### src/rtl/ds1302_sched.sv
// Request scheduler for the DS1302 controller: periodic reads, captured set-time
// writes, and a registered time snapshot. Define DS1302_SCHED_READBACK_EN to read back after each write.
module ds1302_sched #(
    parameter int POLL_CYCLES    = 5_000_000,
    parameter int TIMEOUT_CYCLES = 2_000_000
) (
    input  logic        clk,
    input  logic        rst_n,
    input  logic        set_req,
    input  logic [55:0] set_time,
    output logic        set_busy,
    output logic [55:0] time_out,
    output logic        time_valid,
    output logic        time_upd,
    output logic        sec_chg,
    output logic        err_timeout,
    output logic        write_time_req,
    input  logic        write_time_ack,
    output logic [55:0] wr_time,
    output logic        read_time_req,
    input  logic        read_time_ack,
    input  logic [55:0] rd_time
);
    localparam logic [1:0] S_IDLE = 2'd0;
    localparam logic [1:0] S_WR   = 2'd1;
    localparam logic [1:0] S_RD   = 2'd2;

    localparam int PW = $clog2(POLL_CYCLES);
    localparam int TW = $clog2(TIMEOUT_CYCLES + 1);
    localparam logic [PW-1:0] POLL_RELOAD  = PW'(POLL_CYCLES - 1);
    localparam logic [TW-1:0] TIMEOUT_LAST = TW'(TIMEOUT_CYCLES - 1);
    localparam logic [TW-1:0] TIMEOUT_MAX  = TW'(TIMEOUT_CYCLES);

    logic [1:0]    state_reg;
    logic          set_pend_reg;
    logic [55:0]   set_buf_reg;
    logic          poll_pend_reg;
    logic [PW-1:0] poll_cnt_reg;
    logic [TW-1:0] wait_cnt_reg;
    logic          write_req_reg;
    logic          read_req_reg;
    logic [55:0]   wr_time_reg;
    logic [55:0]   time_reg;
    logic          valid_reg;
    logic          upd_reg;
    logic          chg_reg;
    logic          err_reg;

    logic poll_expire;
    logic waiting;

    assign poll_expire = (poll_cnt_reg == '0);
    // A wait cycle is one where a request is outstanding and its ack has not arrived.
    assign waiting = ((state_reg == S_WR) && !write_time_ack) ||
                     ((state_reg == S_RD) && !read_time_ack);

    always_ff @(posedge clk or negedge rst_n) begin
        if (!rst_n) begin
            state_reg     <= S_IDLE;
            set_pend_reg  <= 1'b0;
            set_buf_reg   <= '0;
            poll_pend_reg <= 1'b1;
            poll_cnt_reg  <= POLL_RELOAD;
            wait_cnt_reg  <= '0;
            write_req_reg <= 1'b0;
            read_req_reg  <= 1'b0;
            wr_time_reg   <= '0;
            time_reg      <= '0;
            valid_reg     <= 1'b0;
            upd_reg       <= 1'b0;
            chg_reg       <= 1'b0;
            err_reg       <= 1'b0;
        end else begin
            upd_reg      <= 1'b0;
            chg_reg      <= 1'b0;
            poll_cnt_reg <= poll_expire ? POLL_RELOAD : poll_cnt_reg - PW'(1);

            case (state_reg)
                S_IDLE: begin
                    if (set_pend_reg) begin
                        state_reg     <= S_WR;
                        write_req_reg <= 1'b1;
                        wr_time_reg   <= set_buf_reg;
                        set_pend_reg  <= 1'b0;
                        wait_cnt_reg  <= '0;
                    end else if (poll_pend_reg) begin
                        state_reg     <= S_RD;
                        read_req_reg  <= 1'b1;
                        poll_pend_reg <= 1'b0;
                        wait_cnt_reg  <= '0;
                    end
                end
                S_WR: begin
                    if (write_time_ack) begin
                        state_reg     <= S_IDLE;
                        write_req_reg <= 1'b0;
`ifdef DS1302_SCHED_READBACK_EN
                        poll_pend_reg <= 1'b1;
`endif
                    end
                end
                S_RD: begin
                    if (read_time_ack) begin
                        state_reg    <= S_IDLE;
                        read_req_reg <= 1'b0;
                        time_reg     <= rd_time;
                        valid_reg    <= 1'b1;
                        upd_reg      <= 1'b1;
                        chg_reg      <= (rd_time[7:0] != time_reg[7:0]);
                    end
                end
                default: begin
                    state_reg     <= S_IDLE;
                    write_req_reg <= 1'b0;
                    read_req_reg  <= 1'b0;
                end
            endcase

            // The controller cannot abort, so a timeout only flags; the request stays up.
            if (waiting) begin
                if (wait_cnt_reg != TIMEOUT_MAX) begin
                    wait_cnt_reg <= wait_cnt_reg + TW'(1);
                end
                if (wait_cnt_reg == TIMEOUT_LAST) begin
                    err_reg <= 1'b1;
                end
            end

            // New captures and poll expiries win over the clears made on issue.
            if (set_req) begin
                set_pend_reg <= 1'b1;
                set_buf_reg  <= set_time;
            end
            if (poll_expire) begin
                poll_pend_reg <= 1'b1;
            end
        end
    end

    assign set_busy       = set_pend_reg || (state_reg == S_WR);
    assign time_out       = time_reg;
    assign time_valid     = valid_reg;
    assign time_upd       = upd_reg;
    assign sec_chg        = chg_reg;
    assign err_timeout    = err_reg;
    assign write_time_req = write_req_reg;
    assign read_time_req  = read_req_reg;
    assign wr_time        = wr_time_reg;
endmodule
### config.mk
export PLATFORM = sky130hd
export DESIGN_NAME = ds1302_sched
export DESIGN_NICKNAME = d
export VERILOG_FILES = /design/src/rtl/ds1302_sched.sv
export SDC_FILE = /design/constraint.sdc
export NUM_CORES = 1
export LEC_CHECK = 0
export CAP_MARGIN = 5
export CORE_AREA = 5 5 107 209
export CTS_BUF_LIST = sky130_fd_sc_hd__clkbuf_16
export CTS_CLUSTER_DIAMETER = 50
export CTS_CLUSTER_SIZE = 28
export DETAILED_ROUTE_END_ITERATION = 7
export DIE_AREA = 0 0 112 214
export GPL_TIMING_DRIVEN = 0
export PLACE_DENSITY = 0.73
export SLEW_MARGIN = 15
export SYNTH_ARGS = -nofsm -noshare
export SYNTH_HDL_FRONTEND = slang
export SYNTH_SLANG_ARGS = --single-unit
### constraint.sdc
create_clock -name clk -period 4.7 [get_ports clk]
set_clock_uncertainty 0.2 [all_clocks]
set_input_delay 1.41 -clock clk [delete_from_list [all_inputs] [get_ports clk]]
set_output_delay 1.41 -clock clk [all_outputs]
set_load 0.005 [all_outputs]
==> impl_metrics.py, run 1 <==
metrics = {
    "clock_network": {
        "cts_root_buffer": "clkbuf_16",
        "cts_buffers": 15,
        "cts_post_setup_buffers_inserted": 0,
        "cts_sinks": 222,
        "cts.htree.levels": 1,
        "cts_resized": 0,
        "clk_path_buf_depth": 3,
        "cts_tree": "done",
        "clkTransAtPathRegs_ps": 80,
        "hold_buffers": 0,
        "clk_latency_ps": 490,
    },
    "placement": {
        "io_buffers": 234,
        "dp.cells": 1233,
        "pre_cts_slack_ps": 895,
        "placed_area_um2": 11800,
        "dp_hpwl_um": 17300,
        "place.gp.congestion": 0.839,
    },
    "power_and_ir_drop": {
        "p_seq_share_pct": 44.2,
        "clkPwrFrac_pct": 20.9,
        "power.internal_mw": 4.44,
        "peakVddDrop_mv": 0.429,
        "combPwrFrac_pct": 34.9,
        "p_sw_mw": 1.80,
        "p_per_area_nw_per_um2": 511,
        "p_leak_nw": 5.34,
        "p_sw_share_pct": 28.9,
    },
    "synth": {
        "synth_top_cell_area_share_pct": 57.6,
        "synthTopCellsByArea": "dfrtp_1, mux2_2, nand2_1",
        "synth_cell_types": 56,
        "synth_seq_area_share_pct": 61.7,
        "synth_area_per_cell_um2": 12.4,
        "syn-cell-area_um2": 9030,
        "yosys_warnings": 0,
        "synth_seq_cells": 222,
        "async_flop_share_pct": 100,
        "syn_nets": 852,
        "synth_ff_type": "dfrtp_1",
        "synth_top_area_cell": "dfrtp_1",
        "syn_inst": 731,
        "synth-edff-count": 0,
    },
    "die": {
        "core_area_um2": 20500,
        "die_x_um": 112,
        "initial_core_util_pct": 44.1,
        "die_area_um2": 24000,
        "rows": 74,
        "ioPinCount": 236,
        "die_height_um": 214,
    },
    "final_layout": {
        "fillers": 1701,
        "nets": 1105,
        "fin_cells": 1260,
        "area_growth_pct": 35.4,
        "final_cell_mix": "clkdlybuf4s50_1, dfrtp_1, nand2_1",
        "final_common_cell": "clkdlybuf4s50_1",
        "drive_gt1_share_pct": 18.4,
        "final_area_um2": 12200,
    },
    "detailed_routing": {
        "first_pass_iters": 4,
        "drc": 0,
        "vias": 6312,
        "drt_iter0_markers": 221,
        "ant_nets": 0,
        "routed_wl_um": 22900,
        "wl_per_cell_um": 18.2,
        "viasPerCell": 5.01,
    },
    "critical_path": {
        "worst-path-max-fanout": 10,
        "cp_slowest_cell": "clkdlybuf4s50_1",
        "required_ps": 3090,
        "cp-start-kind": "register",
        "cp.arrival_ps": 1780,
        "crit_path_max_incr_delay_ps": 490,
        "critPathCaptureType": "output pin",
        "crit_type": "register to output pin",
        "worstPathCellList": "buf_2 > a21o_1 > clkdlybuf4s50_1",
    },
    "sta": {
        "fin_crit_sh_pct": 72.1,
        "max_slew.worst_pin.slew_ps": 684,
        "grt_setup_unrepaired": "false",
        "setup_viol": 0,
        "final_max_slew_viol_count": 0,
        "hold_viol": 0,
        "fmax_mhz": 295,
        "layout_setup_ws_ps": 1310,
        "period_needed_ps": 3390,
        "slew_headroom_pct": 53.9,
    },
    "grt": {
        "antenna_found_initial": 1,
        "first_global_vias": 6827,
        "grt_max_degree": 80,
        "grt_pass1_wl_um": 37200,
        "grt-ovfl-total": 0,
        "grt_usage_pct": 19.3,
    },
    "flow_run": {
        "maxCapViolCount": 0,
    },
    "run_status": {
        "status": "finished, final reports clean",
    },
    "min_path": {
        "hold_class": "register to register",
    },
}
power groups by stage:
stage	clock [mW]	combinational (mW)	sequential [mW]
after detailed placement	0	2.22	2.80
after global placement	0	2.18	2.78
after global routing	1.43	2.36	2.84
final	1.30	2.18	2.76
after floorplan	0	0.780	2.81
after CTS	1.36	2.23	2.77
per-layer routing:
metal | track usage [%] | up-vias | part of all wire, %
li1 | - | 3015 | -
met1 | 20.1 | 3144 | 34
met2 | 38.3 | 121 | 59
met3 | 2.91 | 32 | 3.6
met4 | 6.82 | 0 | 3.1
met5 | 0 | - | 0
synthesized netlist by cell type, drive strengths merged, types with 2 or more instances:
library cell,instances
nor3b,3
ha,4
o41ai,5
nor4,10
and4,2
buf,9
o2111ai,4
dfstp,14
and3,4
nand2,173
nand4,7
xor2,18
nor3,7
o211ai,8
o21ai,6
clkbuf,21
a21oi,12
nand2b,2
o22ai,2
o21a,2
or2,4
xnor2,3
nand3,4
mux2i,8
inv,14
dfrtp,208
mux2,122
or4,5
o31ai,10
nor4b,4
or3,3
o311ai,3
nor2,19
worst max-delay path, delay by kind of cell, from the launching register on:
kind / cells / cell delay [ps]
flops: 1 / 440
buf+inv: 2 / 730
compound gates: 1 / 140
stage by stage:
stage / power [mW] / hold WS, ps / TNS, ps / util (%)
after floorplan: 3.59 / 240 / 0 / -
after global placement: 4.96 / 249 / -1591980 / 57.2
after detailed placement: 5.02 / 252 / 0 / 57.5
after CTS: 6.36 / 277 / 0 / 59.7
after global routing: 6.62 / 291 / 0 / 59.7
final: 6.25 / 275 / 0 / 59.7
final timing paths:
check                                     start                to  slack (ps)  depth (start not counted)
worst max register to register  poll_cnt_reg[0]  poll_cnt_reg[20]        2330                          6
worst min register to register     time_out[32]      time_out[32]         280                          2
max in group asynchronous                 rst_n      time_out[42]        2480                          3
worst min-delay path               time_out[32]      time_out[32]         280                          2
worst max-delay path               state_reg[0]          set_busy        1310                          3
min in group asynchronous                 rst_n   set_buf_reg[39]         660                          1
logic make-up after synthesis:
logic type      Yosys count  share of synthesized area [%]
xor+xnor                 21                           2.04
buf+inv                  44                           1.97
compound gates           59                           4.68
flops                   222                           61.7
fa+ha+maj                 4                          0.554
simple gates            251                           12.9
mux                     130                           16.1
cell type report:
type,count,area [µm²],area share (%)
timing repair buffer,236,2400,19.6
clock buffer,15,375,3.07
clock inverter,11,83.8,0.686
inverter,14,52.6,0.430
sequential,222,5570,45.6
tap,266,333,2.72
buffer,30,125,1.02
antenna,1,2.50,0.0205
multi-input combinational,465,3280,26.8
(Power assumes the default switching activity.)
==> inputs of run 2 (changes only) <==
==> constraint.sdc (replaced) <==
create_clock -name clk -period 3.4 [get_ports clk]
set_clock_uncertainty 0.2 [all_clocks]
set_input_delay 1.02 -clock clk [delete_from_list [all_inputs] [get_ports clk]]
set_output_delay 1.02 -clock clk [all_outputs]
set_load 0.005 [all_outputs]
==> results of run 2 <==
Same layout as run 1 (identical final DEF). Status: finished, final reports clean.
Among the figures that moved: setup slack after placement 895 ps -> -15.1 ps; setup slack after layout 1310 ps -> 400 ps; hold slack 275 ps -> 273 ps; register-to-register setup slack 2330 ps -> 1030 ps; total power 6.25 mW -> 8.64 mW; worst IR drop on VDD 0.429 mV -> 0.593 mV
==> inputs of run 3 (changes only) <==
--- a/config.mk
+++ b/config.mk
@@ -6,15 +6,16 @@
 export NUM_CORES = 1
 export LEC_CHECK = 0
 export CAP_MARGIN = 5
-export CORE_AREA = 5 5 107 209
+export CORE_AREA = 5 5 102 200
 export CTS_BUF_LIST = sky130_fd_sc_hd__clkbuf_16
 export CTS_CLUSTER_DIAMETER = 50
 export CTS_CLUSTER_SIZE = 28
 export DETAILED_ROUTE_END_ITERATION = 7
-export DIE_AREA = 0 0 112 214
+export DIE_AREA = 0 0 107 205
 export GPL_TIMING_DRIVEN = 0
-export PLACE_DENSITY = 0.73
-export SLEW_MARGIN = 15
+export PLACE_DENSITY = 0.8
+export SETUP_SLACK_MARGIN = 0.1
+export SLEW_MARGIN = 20
 export SYNTH_ARGS = -nofsm -noshare
 export SYNTH_HDL_FRONTEND = slang
 export SYNTH_SLANG_ARGS = --single-unit
==> impl_metrics.py, run 3 (same netlist as run 1, synthesis figures left out) <==
metrics = {
    "critical_path": {
        "worstPathCellList": "buf_2 > a21o_1 > clkdlybuf4s50_1",
        "crit_type": "register to output pin",
        "critPathBufInv": 2,
        "ff2ff_path_depth": 5,
        "worstReg2RegEnd": "wr_time[51]",
        "cp.arrival_ps": 1790,
        "worst-path-max-fanout": 10,
        "cp_slowest_cell": "clkdlybuf4s50_1",
        "rrSetupSlack_ps": 1080,
        "critPathCaptureType": "output pin",
        "r2r_start": "state_reg[0]",
        "crit_path_max_incr_delay_ps": 510,
        "required_ps": 2180,
        "cp-start-kind": "register",
        "cp_top_family": "buffers and inverters",
    },
    "grt": {
        "grt_use_met3_pct": 3.56,
        "grt_usage_pct": 19.8,
        "grt_max_degree": 100,
        "grt_busiest_layer": "met2",
        "grt_pass1_wl_um": 34700,
        "first_global_vias": 6624,
        "antenna_found_initial": 0,
        "gr-usage-met2_pct": 36.1,
        "grt_use_met1_pct": 22.9,
        "grt-ovfl-total": 0,
    },
    "sta": {
        "period_needed_ps": 3010,
        "fmax_mhz": 332,
        "fin_crit_sh_pct": 88.6,
        "tns_ps": 0,
        "final_max_slew_viol_count": 0,
        "hold_slack_ps": 168,
        "max_slew.worst_pin.slew_ps": 711,
        "hold_viol": 0,
        "slew_headroom_pct": 52.1,
        "grt_setup_unrepaired": "false",
        "layout_setup_ws_ps": 386,
        "setup_viol": 0,
    },
    "die": {
        "die_area_um2": 21900,
        "core_area_um2": 18700,
        "die_x_um": 107,
        "rows": 71,
        "initial_core_util_pct": 48.4,
        "ioPinCount": 236,
        "die_height_um": 205,
    },
    "detailed_routing": {
        "drt_iter0_markers": 253,
        "ant_nets": 0,
        "first_pass_iters": 4,
        "drc": 0,
        "vias": 6385,
        "wl_per_cell_um": 18.1,
        "viasPerCell": 5.28,
        "routed_wl_um": 21900,
    },
    "placement": {
        "place.gp.congestion": 0.873,
        "dp.cells": 1186,
        "dp_hpwl_um": 16500,
        "pre_cts_slack_ps": -4.76,
        "placed_area_um2": 11700,
        "io_buffers": 234,
    },
    "power_and_ir_drop": {
        "p_per_area_nw_per_um2": 711,
        "p_leak_nw": 5.34,
        "peakVddDrop_mv": 0.596,
        "p_total_mw": 8.66,
    },
    "final_layout": {
        "final_cell_mix": "clkdlybuf4s50_1, dfrtp_1, nand2_1",
        "nets": 1104,
        "final_util_pct": 65.3,
        "drive_gt1_share_pct": 18.7,
        "antennaDiodeCount": 0,
        "area_growth_pct": 35.0,
        "final_area_um2": 12200,
        "fin_cells": 1210,
        "final_common_cell": "clkdlybuf4s50_1",
    },
    "flow_run": {
        "maxCapViolCount": 0,
    },
    "clock_network": {
        "cts_tree": "done",
        "cts.htree.levels": 1,
        "cts_sinks": 222,
        "cts_post_setup_buffers_inserted": 0,
        "clk_path_buf_depth": 3,
        "cts_root_buffer": "clkbuf_16",
        "hold_buffers": 0,
        "cts_buffers": 14,
        "cts_resized": 0,
        "clk_latency_ps": 480,
        "clkTransAtPathRegs_ps": 110,
    },
    "run_status": {
        "status": "finished, final reports clean",
    },
    "min_path": {
        "hold_class": "input port to asynchronous set/reset pin",
    },
}
==> run 3: how the worst max path moves through the flow <==
stage                  start                to  slack (ps)  cells past startpoint
2_1_floorplan  read_time_ack  wait_cnt_reg[19]        1020                      4
3_3_place_gp           rst_n      time_out[28]       -8120                      1
3_5_place_dp   read_time_ack      time_out[43]          -5                      7
4_1_cts         state_reg[0]          set_busy         370                      3
5_1_grt        read_time_ack      time_out[45]         280                      7
6_report        state_reg[0]          set_busy         390                      3
==> run 3: layer usage <==
layer,vias up,routed length [µm]
met3,47,1130
met5,-,0
met4,0,758
met2,175,12100
met1,3136,7950
li1,3027,-
==> run 3: final cells by class <==
class,count,area (µm²)
multi-input cells,465,3280
clock buffers,15,375
repair buffers,236,2400
fillers,1432,6470
clock inverters,9,109
well taps,219,274
flip-flops and latches,222,5570
plain buffers,30,125
inverters,14,52.6
==> run 3: worst register-to-register path: stages (launching register included) <==
cell	delay [ps]
dfrtp_1	440
buf_2	200
nor3_1	340
buf_2	340
buf_2	320
mux2_2	370
==> run 3: report_power, final <==
group,switching [mW],internal [mW]
Clock,0.981,0.871
Combinational,1.09,1.90
Sequential,0.426,3.39
